$ cat src/rtl/uart_tx_fifo.sv
`default_nettype none
// ============================================================================
// Module      : uart_tx_fifo
// Description : UART transmitter fed by a small TX FIFO. Frame format
//               (5-8 data bits, optional odd/even parity, 1 or 2 stop bits)
//               and baud divider are latched per frame when an entry is
//               popped. The serial output is registered.
// Revision    : 1.0 - initial release
// ============================================================================
module uart_tx_fifo #(
  parameter int DIV_W      = 16,
  parameter int FIFO_DEPTH = 8,
  parameter int LVL_W      = $clog2(FIFO_DEPTH) + 1
) (
  input  logic             clk,
  input  logic             rst,
  input  logic             en_i,
  input  logic [1:0]       data_bits_i,
  input  logic             stop_bits_i,
  input  logic             parity_bit_i,
  input  logic             parity_bit_mode_i,
  input  logic [DIV_W-1:0] baud_div_i,
  input  logic [7:0]       tx_data_i,
  input  logic             tx_valid_i,
  output logic             tx_ready_o,
  output logic             tx_o,
  output logic             busy_o,
  output logic [LVL_W-1:0] fifo_level_o
);

  localparam int PTR_W = $clog2(FIFO_DEPTH);

  localparam logic [2:0] S_IDLE   = 3'd0;
  localparam logic [2:0] S_START  = 3'd1;
  localparam logic [2:0] S_DATA   = 3'd2;
  localparam logic [2:0] S_PARITY = 3'd3;
  localparam logic [2:0] S_STOP   = 3'd4;

  logic [7:0]       r_mem [FIFO_DEPTH];
  logic [PTR_W-1:0] r_wr_ptr;
  logic [PTR_W-1:0] r_rd_ptr;
  logic [LVL_W-1:0] r_count;
  logic             w_full;
  logic             w_empty;
  logic             w_push;
  logic             w_pop;

  logic [2:0]       r_state;
  logic [2:0]       w_state_nxt;
  logic [DIV_W-1:0] r_baud_cnt;
  logic [2:0]       r_bit_cnt;

  // Per-frame latched configuration
  logic [7:0]       r_data;
  logic [1:0]       r_dbits;
  logic             r_stop2;
  logic             r_par_en;
  logic             r_par_even;
  logic [DIV_W-1:0] r_div;

  logic             w_tick;
  logic             w_last_data;
  logic             w_last_stop;
  logic             w_parity;
  logic [7:0]       w_len_mask;
  logic             w_tx_nxt;
  logic             r_tx;

  assign w_full  = (r_count == LVL_W'(FIFO_DEPTH));
  assign w_empty = (r_count == '0);
  // A write while full is dropped even when a pop frees a slot this cycle
  assign w_push  = tx_valid_i && !w_full;
  // Every transition into START consumes one FIFO entry
  assign w_pop   = (w_state_nxt == S_START) &&
                   ((r_state == S_IDLE) || (r_state == S_STOP));

  assign w_tick      = (r_baud_cnt == r_div);
  // Data length 5..8 maps to last bit index 4..7, i.e. {1, data_bits}
  assign w_last_data = (r_bit_cnt == {1'b1, r_dbits});
  assign w_last_stop = (r_bit_cnt == {2'b00, r_stop2});
  // r_data is already masked to the frame length, so a full XOR suffices
  assign w_parity    = (^r_data) ^ ~r_par_even;

  // Mask off bits above the selected data length before latching
  always_comb begin
    w_len_mask = 8'hFF;
    case (data_bits_i)
      2'd0:    w_len_mask = 8'h1F;
      2'd1:    w_len_mask = 8'h3F;
      2'd2:    w_len_mask = 8'h7F;
      default: w_len_mask = 8'hFF;
    endcase
  end

  // FIFO storage write port (contents need no reset; pointers qualify them)
  always_ff @(posedge clk) begin
    if (w_push) begin
      r_mem[r_wr_ptr] <= tx_data_i;
    end
  end

  // FIFO pointers and occupancy; pointers wrap naturally at power-of-two depth
  always_ff @(posedge clk) begin
    if (rst) begin
      r_wr_ptr <= '0;
      r_rd_ptr <= '0;
      r_count  <= '0;
    end else begin
      if (w_push) r_wr_ptr <= r_wr_ptr + 1'b1;
      if (w_pop)  r_rd_ptr <= r_rd_ptr + 1'b1;
      case ({w_push, w_pop})
        2'b10:   r_count <= r_count + 1'b1;
        2'b01:   r_count <= r_count - 1'b1;
        default: r_count <= r_count;
      endcase
    end
  end

  // FSM state register
  always_ff @(posedge clk) begin
    if (rst) r_state <= S_IDLE;
    else     r_state <= w_state_nxt;
  end

  // FSM next-state logic
  always_comb begin
    w_state_nxt = r_state;
    case (r_state)
      S_IDLE:   if (en_i && !w_empty) w_state_nxt = S_START;
      S_START:  if (w_tick) w_state_nxt = S_DATA;
      S_DATA:   if (w_tick && w_last_data) w_state_nxt = r_par_en ? S_PARITY : S_STOP;
      S_PARITY: if (w_tick) w_state_nxt = S_STOP;
      S_STOP: begin
        if (w_tick && w_last_stop) begin
          w_state_nxt = (en_i && !w_empty) ? S_START : S_IDLE;
        end
      end
      default:  w_state_nxt = S_IDLE;
    endcase
  end

  // Frame latch on pop, baud and bit counters cleared on every state change
  always_ff @(posedge clk) begin
    if (rst) begin
      r_data     <= '0;
      r_dbits    <= '0;
      r_stop2    <= 1'b0;
      r_par_en   <= 1'b0;
      r_par_even <= 1'b0;
      r_div      <= '0;
      r_baud_cnt <= '0;
      r_bit_cnt  <= '0;
    end else if (w_pop) begin
      r_data     <= r_mem[r_rd_ptr] & w_len_mask;
      r_dbits    <= data_bits_i;
      r_stop2    <= stop_bits_i;
      r_par_en   <= parity_bit_i;
      r_par_even <= parity_bit_mode_i;
      r_div      <= baud_div_i;
      r_baud_cnt <= '0;
      r_bit_cnt  <= '0;
    end else if (w_state_nxt != r_state) begin
      r_baud_cnt <= '0;
      r_bit_cnt  <= '0;
    end else if (r_state != S_IDLE) begin
      if (w_tick) begin
        r_baud_cnt <= '0;
        r_bit_cnt  <= r_bit_cnt + 1'b1;
      end else begin
        r_baud_cnt <= r_baud_cnt + 1'b1;
      end
    end
  end

  // FSM output logic: line level for the current state
  always_comb begin
    w_tx_nxt = 1'b1;
    case (r_state)
      S_START:  w_tx_nxt = 1'b0;
      S_DATA:   w_tx_nxt = r_data[r_bit_cnt];
      S_PARITY: w_tx_nxt = w_parity;
      default:  w_tx_nxt = 1'b1;
    endcase
  end

  // Registered serial line, forced idle-high on reset
  always_ff @(posedge clk) begin
    if (rst) r_tx <= 1'b1;
    else     r_tx <= w_tx_nxt;
  end

  assign tx_o         = r_tx;
  assign tx_ready_o   = !w_full;
  assign busy_o       = (r_state != S_IDLE) || !w_empty;
  assign fifo_level_o = r_count;

endmodule
`default_nettype wire

$ cat config.mk
export PLATFORM = sky130hd
export DESIGN_NAME = uart_tx_fifo
export DESIGN_NICKNAME = d
export VERILOG_FILES = /design/src/rtl/uart_tx_fifo.sv
export SDC_FILE = /design/constraint.sdc
export NUM_CORES = 1
export LEC_CHECK = 0
export CAP_MARGIN = 10
export CELL_PAD_IN_SITES_DETAIL_PLACEMENT = 1
export CELL_PAD_IN_SITES_GLOBAL_PLACEMENT = 2
export CORE_AREA = 8 8 146 148
export DETAILED_ROUTE_END_ITERATION = 6
export DIE_AREA = 0 0 154 156
export GPL_TIMING_DRIVEN = 1
export HOLD_SLACK_MARGIN = 0.15
export PLACE_DENSITY = 0.7
export SYNTH_ARGS = -nofsm -noshare
export SYNTH_HDL_FRONTEND = slang
export SYNTH_SLANG_ARGS = --single-unit
export TNS_END_PERCENT = 5
$ cat constraint.sdc
create_clock -name clk -period 4.3 [get_ports clk]
set_input_delay 0.645 -clock clk [delete_from_list [all_inputs] [get_ports clk]]
set_output_delay 0.645 -clock clk [all_outputs]
set_load 0.05 [all_outputs]
After elaboration in Yosys (flattened, before gate mapping):

Memory sizes are Yosys's and may differ from the RTL's. A register that Yosys moved wholly into a read port is not among the register bits.
Cells that the tools add are included.

* bits in registers: 62
* bits in writable memories: 64
* bits of input ports: 33
* output and inout bits: 7
* word-level logic and storage cells: 73
* memories: 1

Memories
* r_mem: depth 8, bits a word 8, rd ports 1, clocked after memory_dff 1, write ports 1, RTL line 39 `logic [7:0] r_mem [FIFO_DEPTH];`

* add/subtract/negate cells: 6
* $lt $le $gt $ge: 1
* eq/ne operators: 14
* multiplexer cells: 18
* bitwise logic cells: 3
* reductions and logical operators: 17

Operators with widths (number)
* 2-to-1 mux 3 bit: 8
* one-hot mux 8 bit (3 select lines): 1
* adder 16 x 1 -> 16 bit (second input constant): 1
* equality test 16 bit: 1
* 2-to-1 mux 16 bit: 1
* one-hot mux 3 bit (5 select lines): 1
* adder 3 x 1 -> 3 bit (second input constant): 3
* bitwise AND 8 bit: 1
* one-hot mux 4 bit (2 select lines): 1
* parity 8 bit: 1
* equality test 3 x 1 -> 1 bit (second input constant): 2
* equality test 3 x 2 -> 1 bit (second input constant): 2
* logical AND 1 bit: 5
* adder 4 x 1 -> 4 bit (second input constant): 1
* equality test 2 x 1 -> 1 bit (second input constant): 2
* equality test 2 bit (second input constant): 2
* equality test 4 bit (second input constant): 1
* logical NOT 4 bit: 1
* < comparator 3 x 4 -> 1 bit (second input constant): 1
* 2-to-1 mux 1 bit: 4
* subtractor 4 x 1 -> 4 bit (second input constant): 1
* binary-select mux 1 bit (select 3 bit): 1
* equality test 3 x 1 -> 1 bit: 1
* equality test 3 bit: 1
* 13 further kinds: 15

Longest topological paths before layout:

Gate-level depths: netlist of the first run.

* depth after elaboration: 10
* gate-level depth with buffers: 14
* mapped depth without buffers: 12

Worst setup path after synthesis of the first run:

No wires, ideal clock.

* path kind: register to register
* start point: register r_count[1] (netlist: fifo_level_o[1])
* end point: register r_count[2] (netlist: fifo_level_o[2])
* setup time: 0.070 ns
* arrival time: 2.983 ns
* path slack: 1.246 ns
* stages on the path, launching flop included: 12
* buffers on the path: 1
* period minus slack after synthesis: 3.054 ns
* cells stage by stage: dfxtp_1 > clkbuf_1 > nor3_1 > nand2_1 > nand2_1 > ha_1 > xor2_1 > ha_1 > a21oi_1 > xor2_1 > or3_1 > a21oi_1

RTL lines
* from (decl): RTL line 42 `logic [LVL_W-1:0] r_count;`
* from (signal assigned): RTL line 112 `2'b10: r_count <= r_count + 1'b1;`
* from (signal assigned): RTL line 113 `2'b01: r_count <= r_count - 1'b1;`
* from (signal assigned): RTL line 114 `default: r_count <= r_count;`
* equality test 4 bit *: RTL line 69 `assign w_full = (r_count == LVL_W'(FIFO_DEPTH));`
* logical NOT 1 bit *
* named net tx_ready_o: RTL line 25 `output logic tx_ready_o,`
* logical AND 1 bit *: RTL line 72 `assign w_push = tx_valid_i && !w_full;`
* equality test 2 x 1 -> 1 bit / equality test 2 bit (equally long branches): RTL line 111 `case ({w_push, w_pop})`
* one-hot mux 4 bit (2 select lines) / nonzero test 2 bit (equally long branches)

Mark *: on every way through the listed nets, which the timed path passes. The rest lies on a longest branch.
A chain may end at the register's enable or synchronous reset.

Worst setup path in the final report of the first run:

* start point: register r_baud_cnt[9]
* end point: register r_count[2] (netlist: fifo_level_o[2])

* cells in the longest elaborated chain, start to end: 8

RTL lines
* from (decl): RTL line 50 `logic [DIV_W-1:0] r_baud_cnt;`
* from (signal assigned): RTL line 170 `r_baud_cnt <= r_baud_cnt + 1'b1;`
* equality test 16 bit *: RTL line 77 `assign w_tick = (r_baud_cnt == r_div);`
* logical AND 1 bit, on equally long branches: RTL line 134, 131
* 2-to-1 mux 3 bit, on equally long branches: RTL line 134, 131
* one-hot mux 3 bit (5 select lines) *: RTL line 128 `case (r_state)`
* equality test 3 x 1 -> 1 bit *: RTL line 74 `assign w_pop = (w_state_nxt == S_START) &&`
* logical AND 1 bit *: RTL line 74
* named net w_pop: RTL line 46 `logic w_pop;`
* equality test 2 x 1 -> 1 bit / equality test 2 bit (equally long branches): RTL line 111
* one-hot mux 4 bit (2 select lines) / nonzero test 2 bit (equally long branches)

Marks and branches as above.

==> results.toml, run 1 <==
[detailed_routing]
drtPass1Iterations = 6
vias_per_cell = 4.95
drt_wl_total_um = 13800
remaining_drc_errors = 0
wl_per_cell_um = 18.3
drtAntennaViolNets = 0
first_iter_violations = 148
vias = 3726

[cts]
clock_path_buffers = 2
postCtsHoldBufs = 0
numClockSinks = 129
cts.repair.resized = 0
cts_inserted_buffers = 17
cts_setup_buffers = 0
path_clk_slew_ns = 0.07
clock_latency_ns = 0.42
htreeDepth = 4
clock-root-buffer = "clkbuf_16"
cts_tree = "done"

[synth]
async_reset_ff_frac = 0
synth.most_common_cell = "dfxtp_1"
yosysWarnings = 0
syn-num-nets = 508
synth_area_sq_mm = 0.00560
syn_area_per_cell_sq_um = 12.0
synth_cells = 468
ys_types = 42
synth_top_area_share = 0.343
seq_area_frac_synth = 0.575
synth-edff-count = 64
ys_top_cells_by_count = "dfxtp_1, edfxtp_1, a21oi_1, xor2_1, nor2_1"
synth_area_leader_cell = "edfxtp_1"
synth_seq_cells = 129
netlist_top_cells_area = "edfxtp_1, dfxtp_1, mux4_2, xor2_1, a21oi_1"
ys.flop_type = "dfxtp_1"

[sta]
setup-tns-final_ns = 0
setup_viol = 0
finClkSkew_ns = 0.00982
max-slew-margin-rel = 0.357
hold_violations = 0
fin_crit_ns = 3.45
rsz0062_at_grt = "false"
fmax_mhz = 290
post-route-period-util = 0.802
drv_slew = 0
worstMarginPinSlew_ns = 0.959

[floorplanning]
dieArea_sq_mm = 0.0240
die_h_um = 156
start_util = 0.294
core_sq_mm = 0.0191
rows = 51
die_w_um = 154
ios = 40

[critical_path]
reg2reg_slack_ns = 0.85
arrival_ns = 3.79
crit_fanout = 28
start_kind = "register"
crit_path_end_kind = "register"
cp.required_ns = 4.64
critPathKind = "register to register"

[cells_and_area]
n_antenna_cell = 0
final_area_sq_mm = 0.00682
fin_nets = 541
multiInputGateArea_sq_mm = 0.00225
utilization = 0.358
regArea_sq_mm = 0.00322
fill_cells = 2044
drive_above_1_share = 0.134
area_delta_synth_final_pct = 21.8

[pwr]
swShare = 0.357
p_leak_nw = 2.36
clockPowerShare = 0.332
comb_power_share = 0.305
pwr-share-seq = 0.363
max-vdd-ir-drop_v = 0.000304
p_int_mw = 2.86
p_switching_mw = 1.58
finalPower_mw = 4.44
power.density_mw_per_mm2 = 651

[worst_hold_path]
hold_path.class = "register to register"

[run]
max_cap_violations = 0

[grt]
grt_pass1_wl_um = 22200
grt_pass1_vias = 4012
grt_antenna_before_repair = 0
gr-total-overflow = 0
grt.total_usage = 0.120
grt_start_max_net_pins = 50

[placed_design]
dpl-instance-area_sq_mm = 0.00621
gp_congestion = 0.764
io_buffer_count = 39
hpwl_um = 9340

[outcome]
status = "finished, final reports clean"
[power by group through the flow]
stage	registers, mW	clock network, mW	logic (mW)
3_5_place_dp	1.64	0	1.38
3_3_place_gp	1.63	0	1.35
6_report	1.61	1.48	1.35
4_1_cts	1.61	1.51	1.38
2_1_floorplan	1.61	0	1.03
5_1_grt	1.64	1.56	1.49
[metrics by stage]
step | setup slack, ns | hold WS (ns) | cells
after floorplan | 1.25 | 0.465 | 468
after global placement | 1.07 | 0.477 | 720
after detailed placement | 0.891 | 0.487 | 720
after CTS | 0.820 | 0.497 | 752
after global routing | 0.604 | 0.514 | 752
final | 0.853 | 0.494 | 752
[critical path: stages, from the launching register on]
cell,delay (ns)
dfxtp_1,0.35
xor2_1,0.17
nor4_1,0.42
and4_1,0.49
a21oi_4,0.26
nor2_4,0.33
ha_1,0.31
xor2_1,0.18
ha_1,0.17
a21oi_1,0.05
xor2_1,0.17
or3_1,0.31
a21oi_1,0.14
[layer usage]
layer	up-vias	track usage	part of all wire
li1	1798	-	-
met1	1858	0.135	0.44
met2	56	0.215	0.52
met3	14	0.0368	0.033
met4	0	0.0378	0.011
met5	-	0	0
[logic make-up after synthesis]
group           share of synthesized area
compound gates                     0.0855
xor+xnor                           0.0791
fa+ha+maj                          0.0156
buf+inv                            0.0277
flops                               0.575
mux                                0.0962
simple gates                        0.121
[worst paths after layout]
kind / depth (start not counted) / start / end
setup reg to reg: 12 / r_baud_cnt[9]$_SDFFE_PP0N_ / fifo_level_o[2]$_SDFFE_PP0P_
hold / removal: 2 / r_div[5]$_SDFFE_PP0P_ / r_div[5]$_SDFFE_PP0P_
setup / recovery: 12 / r_baud_cnt[9]$_SDFFE_PP0N_ / fifo_level_o[2]$_SDFFE_PP0P_
hold reg to reg: 2 / r_div[5]$_SDFFE_PP0P_ / r_div[5]$_SDFFE_PP0P_
[area by class of cell]
cell class,instances,share of cell area
sequential,129,0.472
tap,238,0.0436
timing repair buffer,44,0.0620
inverter,3,0.00165
multi-input combinational,306,0.330
clock inverter,15,0.0279
clock buffer,17,0.0623
[state kept, by name, indices dropped and copies added (netlist names), 2 cells and up, named ones only]
register / cells
r_mem: 64
r_baud_cnt: 16
r_div: 16
r_data: 8
fifo_level_o: 4
r_bit_cnt: 3
r_rd_ptr: 3
r_state: 3
r_wr_ptr: 3
r_dbits: 2
[placed cells by master (no fill, tap or decap), types with 5 or more instances in the layout]
master           netlist  layout
or3_1                  7       7
inv_8                  0       6
edfxtp_1              64      64
dfxtp_1               65      65
nand2b_1               5       5
clkbuf_16              0      17
mux2i_1               10      10
clkdlybuf4s50_1        0      38
o21ai_0               30      29
ha_1                   7       7
nor2_1                34      34
buf_4                  0       5
mux4_2                18      18
a21oi_1               38      38
nand2_1               18      18
a211oi_1               7       7
nor3_1                12       7
xor2_1                35      35
nand3_1               33      33
xnor2_1               13      13
nand4_1                6       6
nor3_2                 0       5
No activity file was read; power rests on OpenSTA's default activity.
==> run 2, diff against run 1 <==
--- a/config.mk
+++ b/config.mk
@@ -13,7 +13,7 @@
 export DIE_AREA = 0 0 154 156
 export GPL_TIMING_DRIVEN = 1
 export HOLD_SLACK_MARGIN = 0.15
-export PLACE_DENSITY = 0.7
+export PLACE_DENSITY = 0.72
 export SYNTH_ARGS = -nofsm -noshare
 export SYNTH_HDL_FRONTEND = slang
 export SYNTH_SLANG_ARGS = --single-unit
==> constraint.sdc (replaced) <==
create_clock -name clk -period 3.05 [get_ports clk]
set_input_delay 0.4575 -clock clk [delete_from_list [all_inputs] [get_ports clk]]
set_output_delay 0.4575 -clock clk [all_outputs]
set_load 0.05 [all_outputs]
==> results.toml, run 2 (synthesized netlist as in run 1, its figures left out) <==
[outcome]
status = "finished, final reports clean"

[floorplanning]
die_h_um = 156
rows = 51
ios = 40
dieArea_sq_mm = 0.0240
start_util = 0.294
die_w_um = 154
core_sq_mm = 0.0191

[placed_design]
gp_congestion = 0.767
hpwl_um = 9520
io_buffer_count = 39
dp_slack_ns = 0.209
post-place-cells = 736

[cells_and_area]
final_common_cell = "dfxtp_1"
multiInputGateArea_sq_mm = 0.00224
largest_reg_flops = 64
reg_top3 = "r_mem: 64 flops, r_baud_cnt: 16 flops, r_div: 16 flops"
n_antenna_cell = 0
area_delta_synth_final_pct = 23.2
fill_cells = 2026
final_cells = 768
regMostFlops = "r_mem"
drive_above_1_share = 0.157
utilization = 0.362
fin_nets = 557
final_cell_mix = "dfxtp_1, edfxtp_1, a21oi_1, clkdlybuf4s50_1, xor2_1"
regArea_sq_mm = 0.00322

[cts]
clock_latency_ns = 0.43
clock_path_buffers = 2
path_clk_slew_ns = 0.06
htreeDepth = 4
numClockSinks = 129
cts_tree = "done"
clock-root-buffer = "clkbuf_16"
cts_setup_buffers = 0
cts_inserted_buffers = 17

[worst_hold_path]
hold_path.class = "register to register"

[sta]
fmax_mhz = 354
drv_slew = 0
setup_viol = 0
fin_ws_ns = 0.227
post-route-period-util = 0.926
fin_crit_ns = 2.82
max-slew-margin-rel = 0.342
rsz0062_at_grt = "false"
worstMarginPinSlew_ns = 0.987
finClkSkew_ns = 0.00914
setup-tns-final_ns = 0
hold_violations = 0

[grt]
grt.total_usage = 0.125
grt_antenna_before_repair = 0
grt_start_max_net_pins = 50
grt_pass1_wl_um = 23200
grt_pass1_vias = 4233
gr-total-overflow = 0

[critical_path]
critPathSlowestCell = "dfxtp_1"
critPathKind = "register to register"
path_common_cell = "xor2_1"
arrival_ns = 3.17
crit_fanout = 5
start_kind = "register"
crit_path_end_kind = "register"
path_cells = "xor2_1 > nor4_1 > and4_1 > a21oi_4 > nor2_4 > ha_1 > xor2_1 > ha_1 > a21oi_1 > xor2_1 > or3_1 > a21oi_1"
cp.required_ns = 3.39
max_stage_delay_ns = 0.36

[detailed_routing]
remaining_drc_errors = 0
vias_per_cell = 4.99
drtAntennaViolNets = 0
first_iter_violations = 148
drtPass1Iterations = 4
wl_per_cell_um = 18.5
vias = 3829
drt_wl_total_um = 14200

[pwr]
max-vdd-ir-drop_v = 0.000418
p_leak_nw = 2.41
power.density_mw_per_mm2 = 910

[run]
max_cap_violations = 0
run 2: per-layer routing:
layer,track usage,up-vias,wire length [um]
li1,-,1824,-
met4,0.0481,0,197
met1,0.147,1931,6210
met3,0.0327,17,449
met5,0,-,0
met2,0.216,57,7350
run 2: path summary, 6_finish.rpt:
kind         slack [ns]                   startpoint  depth (start not counted)                           end
max                0.23  r_baud_cnt[13]$_SDFFE_PP0N_                         12  fifo_level_o[2]$_SDFFE_PP0P_
min                0.50       r_div[15]$_SDFFE_PP0P_                          2        r_div[15]$_SDFFE_PP0P_
max reg2reg        0.23  r_baud_cnt[13]$_SDFFE_PP0N_                         12  fifo_level_o[2]$_SDFFE_PP0P_
min reg2reg        0.50       r_div[15]$_SDFFE_PP0P_                          2        r_div[15]$_SDFFE_PP0P_
run 2: final cells by class:
class | instances | share of cell area
sequential | 129 | 0.467
multi-input combinational | 306 | 0.325
timing repair buffer | 60 | 0.0787
clock buffer | 17 | 0.0616
tap | 238 | 0.0431
clock inverter | 15 | 0.0232
inverter | 3 | 0.00163
run 2: where the power goes:
| part | total [mW] | switching [mW] | internal (mW) |
|---|---|---|---|
| clock network | 1.99 | 0.902 | 1.09 |
| logic | 2.02 | 1.14 | 0.880 |
| registers | 2.26 | 0.219 | 2.04 |
run 2: per-stage QoR:
| stage | area [sq um] | hold slack (ns) | total power [mW] |
|---|---|---|---|
| 2_1_floorplan | 5610 | 0.465 | 3.73 |
| 3_3_place_gp | 6310 | 0.475 | 4.28 |
| 3_5_place_dp | 6310 | 0.490 | 4.33 |
| 4_1_cts | 6900 | 0.500 | 6.36 |
| 5_1_grt | 6900 | 0.512 | 6.63 |
| 6_report | 6900 | 0.497 | 6.28 |
run 2: critical path, delay by kind of cell (launching register included):
kind / cells / cell delay, ns
adder cells (fa/ha/maj): 2 / 0.43
AO/OA/AOI/OAI: 3 / 0.28
AND/OR/NAND/NOR: 4 / 1.13
flip-flops: 1 / 0.36
XOR/XNOR: 3 / 0.53
run 2: what timing repair did:
item                       4_1_cts  5_1_grt
resized for setup                0        1
setup endpoints to repair        0        1
hold buffers                     0        0
hold endpoints to repair         0        0
==> run 3, diff against run 2 <==
--- a/config.mk
+++ b/config.mk
@@ -8,12 +8,12 @@
 export CAP_MARGIN = 10
 export CELL_PAD_IN_SITES_DETAIL_PLACEMENT = 1
 export CELL_PAD_IN_SITES_GLOBAL_PLACEMENT = 2
-export CORE_AREA = 8 8 146 148
+export CORE_AREA = 4 4 142 144
 export DETAILED_ROUTE_END_ITERATION = 6
-export DIE_AREA = 0 0 154 156
+export DIE_AREA = 0 0 146 148
 export GPL_TIMING_DRIVEN = 1
 export HOLD_SLACK_MARGIN = 0.15
-export PLACE_DENSITY = 0.72
+export PLACE_DENSITY = 0.7
 export SYNTH_ARGS = -nofsm -noshare
 export SYNTH_HDL_FRONTEND = slang
 export SYNTH_SLANG_ARGS = --single-unit
==> constraint.sdc (replaced) <==
create_clock -name clk -period 2.96 [get_ports clk]
set_input_delay 0.444 -clock clk [delete_from_list [all_inputs] [get_ports clk]]
set_output_delay 0.444 -clock clk [all_outputs]
set_load 0.05 [all_outputs]
==> results.toml, run 3 (synthesized netlist as in run 1, its figures left out) <==
[outcome]
status = "finished, final reports clean"

[cells_and_area]
reg_top3 = "r_mem: 64 flops, r_baud_cnt: 16 flops, r_div: 16 flops"
fin_nets = 560
regMostFlops = "r_mem"
area_delta_synth_final_pct = 24.8
n_antenna_cell = 0
drive_above_1_share = 0.171
final_cell_mix = "dfxtp_1, edfxtp_1, a21oi_1, clkdlybuf4s50_1, xor2_1"
largest_reg_flops = 64

[floorplanning]
dieArea_sq_mm = 0.0216
ios = 40
die_w_um = 146
start_util = 0.300
rows = 50
core_sq_mm = 0.0187
die_h_um = 148

[cts]
path_clk_slew_ns = 0.07
cts_inserted_buffers = 17
postCtsHoldBufs = 0
numClockSinks = 129
cts_tree = "done"
clock-root-buffer = "clkbuf_16"
clock_latency_ns = 0.43
htreeDepth = 4
clock_path_buffers = 2
cts_setup_buffers = 0

[critical_path]
reg2reg_from = "r_baud_cnt[5]$_SDFFE_PP0N_"
start_kind = "register"
r2r-end = "fifo_level_o[2]$_SDFFE_PP0P_"
crit_path_end_kind = "register"
reg2reg_slack_ns = 0.22
critPathKind = "register to register"
cp.required_ns = 3.32
arrival_ns = 3.10
crit_fanout = 5
crit_path_end = "fifo_level_o[2]$_SDFFE_PP0P_"
crit_start = "r_baud_cnt[5]$_SDFFE_PP0N_"
worstRegToRegCells = 12

[placed_design]
dp_slack_ns = 0.129
hpwl_um = 9450
io_buffer_count = 39
gp_congestion = 0.825

[detailed_routing]
drtPass1Iterations = 4
vias = 3844
drt_wl_total_um = 13800
wl_per_cell_um = 17.9
vias_per_cell = 5.01
remaining_drc_errors = 0
drtAntennaViolNets = 0
first_iter_violations = 131

[sta]
whs_ns = 0.491
max-slew-margin-rel = 0.442
hold_violations = 0
fmax_mhz = 365
fin_ws_ns = 0.221
post-route-period-util = 0.925
fin_crit_ns = 2.74
finClkSkew_ns = 0.0148
worstMarginPinSlew_ns = 0.838
setup_viol = 0
drv_slew = 0

[worst_hold_path]
hold_path.class = "register to register"

[pwr]
p_leak_nw = 2.46
comb_power_share = 0.318
p_switching_mw = 2.34
swShare = 0.349
p_int_mw = 4.36
pwr-share-seq = 0.350
power.density_mw_per_mm2 = 958
max-vdd-ir-drop_v = 0.000516
clockPowerShare = 0.333

[run]
max_cap_violations = 0

[grt]
grt_pass1_wl_um = 22700
gr-total-overflow = 0
grt_antenna_before_repair = 0
grt_pass1_vias = 4179
grt_start_max_net_pins = 43
grt.total_usage = 0.135
-- run 3: layout make-up --
type / instances / area (sq um)
Multi-Input combinational cell: 306 / 2260
Clock inverter: 15 / 211
Clock buffer: 17 / 425
Tap cell: 234 / 293
Sequential cell: 129 / 3220
Inverter: 3 / 11.3
Fill cell: 1979 / 11700
Timing Repair Buffer: 63 / 566
-- run 3: through the flow --
stage | setup TNS (ns) | power, mW | util | cells | cell area, sq um
detailed placement | 0 | 4.49 | 0.338 | 735 | 6330
global route | -0.00359 | 7.11 | 0.374 | 767 | 6990
floorplan | 0 | 3.84 | - | 468 | 5610
CTS | 0 | 6.75 | 0.372 | 767 | 6970
global placement | 0 | 4.45 | 0.338 | 735 | 6330
finish | 0 | 6.70 | 0.374 | 767 | 6990
-- run 3: critical path, stage by stage (launching register included) --
cell	delay [ns]
dfxtp_1	0.34
xor2_1	0.18
nor4_2	0.37
and4_4	0.31
a21oi_4	0.07
nor2_4	0.14
ha_1	0.25
xor2_1	0.19
ha_1	0.17
a21oi_1	0.05
xor2_1	0.16
or3_1	0.31
a21oi_1	0.14
-- run 3: timing repair --
item,4_1_cts,5_1_grt
gates resized for setup,0,7
setup endpoints to repair,0,2
hold endpoints to repair,0,0
-- run 3: how the worst min path moves through the flow --
stage                             from                 endpoint  depth (start not counted)
6_report         r_div[2]$_SDFFE_PP0P_    r_div[2]$_SDFFE_PP0P_                          2
5_1_grt           r_stop2$_SDFFE_PP0P_     r_stop2$_SDFFE_PP0P_                          2
4_1_cts          r_div[2]$_SDFFE_PP0P_    r_div[2]$_SDFFE_PP0P_                          2
3_5_place_dp     r_div[2]$_SDFFE_PP0P_    r_div[2]$_SDFFE_PP0P_                          2
3_3_place_gp   r_dbits[0]$_SDFFE_PP0P_  r_dbits[0]$_SDFFE_PP0P_                          2
2_1_floorplan    r_div[0]$_SDFFE_PP0P_    r_div[0]$_SDFFE_PP0P_                          2
-- run 3: layer usage --
| layer | global-route usage | vias to the layer above | share of wire | wire (um) |
|---|---|---|---|---|
| li1 | - | 1838 | - | - |
| met1 | 0.166 | 1945 | 0.45 | 6190 |
| met2 | 0.228 | 45 | 0.50 | 6920 |
| met3 | 0.0389 | 16 | 0.031 | 428 |
| met4 | 0.0499 | 0 | 0.016 | 220 |
| met5 | 0 | - | 0 | 0 |
-- run 3: power by group through the flow --
| stage | registers (mW) | logic, mW | clock network, mW |
|---|---|---|---|
| detailed placement | 2.38 | 2.10 | 0 |
| global route | 2.38 | 2.34 | 2.38 |
| floorplan | 2.35 | 1.50 | 0 |
| finish | 2.34 | 2.13 | 2.23 |
| CTS | 2.35 | 2.11 | 2.29 |
| global placement | 2.37 | 2.07 | 0 |
